### src/rtl/mult_pkg.sv
// Shared types and helpers for the sequential shift-add multiplier.
// Operand conditioning is done once at start so the datapath only sees magnitudes.
package mult_pkg;

  localparam int MULT_WIDTH_DEF = 32;

  typedef enum logic [1:0] {
    IDLE = 2'd0,
    RUN  = 2'd1,
    FIN  = 2'd2
  } state_t;

  // Magnitude of the low w bits of x; the most-negative value maps to 2^(w-1).
  function automatic logic [63:0] abs_w(input logic [63:0] x, input int unsigned w,
                                        input logic is_signed);
    logic [63:0] mask;
    logic [63:0] xm;
    mask = (w >= 64) ? '1 : ((64'd1 << w) - 64'd1);
    xm   = x & mask;
    if (is_signed && xm[6'(w - 1)]) return (-xm) & mask;
    return xm;
  endfunction

endpackage

### src/rtl/seq_multiplier_p.sv
// Multi-cycle shift-add multiplier (MULT/MULTU) feeding HI/LO; one multiplier bit per clock.
// Operands are latched as magnitudes and the sign is reapplied once in the final cycle.
module seq_multiplier_p
  import mult_pkg::*;
#(
  parameter int WIDTH = MULT_WIDTH_DEF,
  parameter int CNT_W = $clog2(WIDTH) + 1
) (
  input  logic               clk,
  input  logic               reset,
  input  logic               start,
  input  logic               signedOp,
  input  logic [WIDTH-1:0]   dataA,
  input  logic [WIDTH-1:0]   dataB,
  output logic               busy,
  output logic               done,
  output logic [2*WIDTH-1:0] dataOut
);

  state_t             state_q, state_d;
  logic [2*WIDTH-1:0] mag_a_q, mag_a_d;
  logic [WIDTH-1:0]   mag_b_q, mag_b_d;
  logic [2*WIDTH-1:0] prod_q, prod_d;
  logic [CNT_W-1:0]   cnt_q, cnt_d;
  logic               sign_q, sign_d;
  logic               done_q, done_d;
  logic [2*WIDTH-1:0] data_out_q, data_out_d;

  // NOTE: state uses non-blocking assignments so every flop updates from pre-edge values.
  always_ff @(posedge clk) begin
    if (!reset) begin
      state_q    <= IDLE;
      mag_a_q    <= '0;
      mag_b_q    <= '0;
      prod_q     <= '0;
      cnt_q      <= '0;
      sign_q     <= 1'b0;
      done_q     <= 1'b0;
      data_out_q <= '0;
    end else begin
      state_q    <= state_d;
      mag_a_q    <= mag_a_d;
      mag_b_q    <= mag_b_d;
      prod_q     <= prod_d;
      cnt_q      <= cnt_d;
      sign_q     <= sign_d;
      done_q     <= done_d;
      data_out_q <= data_out_d;
    end
  end

  always_comb begin
    state_d = state_q;
    unique case (state_q)
      IDLE:    if (start) state_d = RUN;
      RUN:     if (cnt_q == CNT_W'(WIDTH - 1)) state_d = FIN;
      FIN:     state_d = IDLE;
      default: state_d = IDLE;
    endcase
  end

  // NOTE: every target gets a default first, so no path through the case infers a latch.
  always_comb begin
    mag_a_d    = mag_a_q;
    mag_b_d    = mag_b_q;
    prod_d     = prod_q;
    cnt_d      = cnt_q;
    sign_d     = sign_q;
    done_d     = 1'b0;
    data_out_d = data_out_q;
    unique case (state_q)
      IDLE: begin
        if (start) begin
          sign_d  = signedOp & (dataA[WIDTH-1] ^ dataB[WIDTH-1]);
          mag_a_d = {{WIDTH{1'b0}}, WIDTH'(abs_w(64'(dataA), WIDTH, signedOp))};
          mag_b_d = WIDTH'(abs_w(64'(dataB), WIDTH, signedOp));
          prod_d  = '0;
          cnt_d   = '0;
        end
      end
      RUN: begin
        if (mag_b_q[0]) prod_d = prod_q + mag_a_q;
        mag_a_d = mag_a_q << 1;
        mag_b_d = mag_b_q >> 1;
        cnt_d   = cnt_q + 1'b1;
      end
      FIN: begin
        data_out_d = sign_q ? -prod_q : prod_q;
        done_d     = 1'b1;
      end
      default: ;
    endcase
  end

  always_comb begin
    busy    = (state_q != IDLE);
    done    = done_q;
    dataOut = data_out_q;
  end

endmodule

### config.mk
export PLATFORM = sky130hd
export DESIGN_NAME = seq_multiplier_p
export DESIGN_NICKNAME = d
export VERILOG_FILES = /design/src/rtl/mult_pkg.sv /design/src/rtl/seq_multiplier_p.sv
export SDC_FILE = /design/constraint.sdc
export NUM_CORES = 1
export LEC_CHECK = 0
export BUFFER_PORTS_ARGS = -buffer_cell sky130_fd_sc_hd__buf_2
export CORE_MARGIN = 2
export CORE_UTILIZATION = 45
export CTS_BUF_LIST = sky130_fd_sc_hd__clkbuf_8
export CTS_CLUSTER_DIAMETER = 120
export DETAILED_ROUTE_END_ITERATION = 8
export PLACE_DENSITY_LB_ADDON = 0.12
export REMOVE_ABC_BUFFERS = 1
export SLEW_MARGIN = 20
export SYNTH_ARGS = -nofsm -noshare
export SYNTH_HDL_FRONTEND = slang
export SYNTH_SLANG_ARGS = --single-unit
### constraint.sdc
create_clock -name clk -period 3.8 [get_ports clk]
set_input_delay 0 -clock clk [delete_from_list [all_inputs] [get_ports clk]]
set_output_delay 0 -clock clk [all_outputs]
set_load 0.02 [all_outputs]
==> flow_metrics.py <==
metrics = {
    "finish": {
        "nets": 2175,
        "mostFrequentLayoutCells": "241 x nand2_1, 233 x dfxtp_1, 172 x o21ai_0, 132 x buf_2, 115 x xor2_1",
        "final_common_cell": "nand2_1",
        "area_delta_synth_final_pct": 18.3,
        "layout-drive-gt1-share": 0.120,
        "instances_no_fill": 2512,
        "nFillCells": 3131,
        "final_util": 0.541,
        "stdcell_area_um2": 17700,
    },
    "sta": {
        "tightest_slew_ns": 0.938,
        "slew_headroom": 0.375,
        "slew_viol_final": 0,
        "fin_crit_sh": 0.953,
        "setup_viol_count_final": 0,
        "grt_setup_unrepaired": "no",
        "skew_ns": 0.0154,
        "setup_tns_ns": 0,
        "fmax_mhz": 276,
        "fin_hold_ws_ns": 0.0793,
        "final-hold-violation-count": 0,
        "period_minus_slack_ns": 3.62,
    },
    "floorplanning": {
        "start_util": 0.458,
        "dieHeight_um": 186,
        "design.die.area_um2": 34700,
        "num_io_pins": 134,
        "die_x_um": 186,
        "rows": 66,
        "coreArea_um2": 32600,
    },
    "yosys": {
        "syn_area_per_cell_um2": 7.99,
        "syn_inst": 1869,
        "synth-seq-cells": 234,
        "synth-async-reset-ratio": 0,
        "synth-edff-count": 0,
        "netlist_area_um2": 14900,
        "seq_area_frac_synth": 0.314,
        "ys.flop_type": "dfxtp_1",
        "yosys.cell_types.count": 63,
        "ys_warn_count": 0,
    },
    "critical_path": {
        "cp-end-kind": "flop",
        "cp.required_ns": 4.25,
        "crit_arrival_ns": 4.07,
        "worstSetupStartpointType": "flop",
        "crit_type": "flop to flop",
        "crit_fanout": 7,
    },
    "clock_tree": {
        "cts.reportedPaths.clkPinSlew_ns": 0.06,
        "numCtsBuffers": 44,
        "clock-root-buffer": "clkbuf_8",
        "cts_max_level": 2,
        "cts_tree": "built",
        "post_cts_buffers": 0,
        "clk_latency_ns": 0.60,
        "clock_path_buffers": 3,
        "cts_sinks": 234,
    },
    "global_routing": {
        "grt_usage": 0.255,
        "antenna_found_initial": 2,
        "grt-ovfl-total": 0,
        "grt_first_pass_wirelength_mm": 70.8,
        "grt_max_degree": 78,
        "grt_pass1_vias": 13500,
    },
    "run_status": {
        "outcome": "finished, final reports clean",
    },
    "place": {
        "dpl.cell_count": 2352,
        "dp_hpwl_mm": 30.8,
        "dpl_cell_area_um2": 16000,
        "port_buffers": 133,
        "gp_congestion": 0.926,
    },
    "pwr": {
        "power.density_nw_per_um2": 325,
        "p_leak_nw": 7.86,
        "irDropWorstVdd_mv": 0.265,
    },
    "route": {
        "drc_errors": 0,
        "drtIter0Drc": 887,
        "dr.pass1.iters": 5,
        "via_per_inst": 5.66,
        "drt-total-wl_mm": 44.1,
        "antenna_left": 0,
        "num_vias": 14200,
        "wl_per_cell_um": 17.5,
    },
    "min_path": {
        "hp-class": "input pin to flop",
    },
    "run": {
        "maxCapViolations": 0,
    },
}
-- cells in the mapped netlist, drive strengths merged, types with 6 or more instances --
| master | n | area share |
|---|---|---|
| nand4 | 25 | 0.010 |
| nor3 | 24 | 0.0084 |
| o211a | 56 | 0.038 |
| o211ai | 6 | 0.0030 |
| clkbuf | 114 | 0.029 |
| nor4 | 13 | 0.0075 |
| o21ai | 177 | 0.059 |
| or2 | 7 | 0.0031 |
| a21boi | 52 | 0.026 |
| or4 | 20 | 0.011 |
| o41ai | 12 | 0.0070 |
| nor2 | 75 | 0.019 |
| a21oi | 109 | 0.037 |
| nand2b | 15 | 0.0063 |
| inv | 17 | 0.0043 |
| and3 | 12 | 0.0050 |
| o31ai | 33 | 0.018 |
| xnor2 | 66 | 0.039 |
| nand3 | 56 | 0.019 |
| ha | 67 | 0.056 |
| o21bai | 8 | 0.0040 |
| buf | 7 | 0.0018 |
| o21a | 7 | 0.0035 |
| xor2 | 115 | 0.067 |
| nand2 | 242 | 0.061 |
| a22oi | 87 | 0.044 |
| nor2b | 49 | 0.021 |
| and2 | 65 | 0.027 |
| a21o | 24 | 0.012 |
| dfxtp | 234 | 0.31 |
| or3 | 20 | 0.0084 |
| a31oi | 7 | 0.0029 |
-- critical path, stage by stage (launching register included) --
cell	delay, ns
dfxtp_1	0.37
or4_1	0.60
or3_1	0.39
nor2_1	0.24
nand4_1	0.36
or3_1	0.47
o21ai_0	0.61
nand2_1	0.14
xnor2_1	0.20
o22ai_1	0.09
-- per-layer routing --
metal	wire (um)	up-vias	global-route usage
met5	0	-	0
met2	20300	392	0.432
met1	20400	6648	0.330
met3	2230	79	0.0387
li1	-	7092	-
met4	1230	0	0.0932
-- cell families after synthesis --
kind of cell    after synthesis  share of synthesized area
compound gates              604                      0.268
xor+xnor                    181                      0.106
fa+ha+maj                    68                     0.0575
buf+inv                     138                     0.0348
flops                       234                      0.314
mux                           4                    0.00268
simple gates                640                      0.217
-- state kept, by name, indices dropped and copies added (netlist names) --
signal and flops:
state_q 2, sign_q 1, prod_q 64, mag_a_q 64, mag_b_q 32, cnt_q 6, dataOut 64, done 1
-- final timing paths --
| path | start | end | slack, ns | depth (start not counted) |
|---|---|---|---|---|
| worst max-delay path | prod_q[11] | dataOut[57] | 0.18 | 9 |
| worst min-delay path | start | mag_a_q[3] | 0.08 | 5 |
| worst max register to register | prod_q[11] | dataOut[57] | 0.18 | 9 |
| worst min register to register | mag_b_q[3] | mag_b_q[2] | 0.46 | 2 |
-- final cells by class --
cell class | instances | area, um^2 | share of cell area
flip-flops and latches | 234 | 4690 | 0.265
diodes | 2 | 5.00 | 0.000283
clock buffers | 55 | 757 | 0.0429
multi-input cells | 1497 | 9770 | 0.553
clock inverters | 20 | 90.1 | 0.00510
repair buffers | 245 | 1730 | 0.0979
inverters | 17 | 63.8 | 0.00361
well taps | 442 | 553 | 0.0313
-- stage by stage --
| stage | setup WS (ns) | power [mW] |
|---|---|---|
| finish | 0.177 | 5.73 |
| global route | 0.0265 | 6.00 |
| CTS | 0.0653 | 5.80 |
| detailed placement | 0.191 | 3.30 |
| global placement | 0.257 | 3.29 |
| floorplan | -3.16 | 3.01 |
-- report_power, final --
group	leakage [nW]	internal (mW)	switching (mW)	total (mW)
Combinational	5.48	0.314	0.439	0.753
Sequential	1.90	2.52	0.0624	2.58
Clock	0.482	1.29	1.11	2.40
-- timing repair --
item	CTS	global route
endpoints found under the hold margin	93	0
resized for setup	0	5
hold buffers	83	0
setup endpoints to repair	0	2
Note: power is estimated with default switching activity, not from simulation.
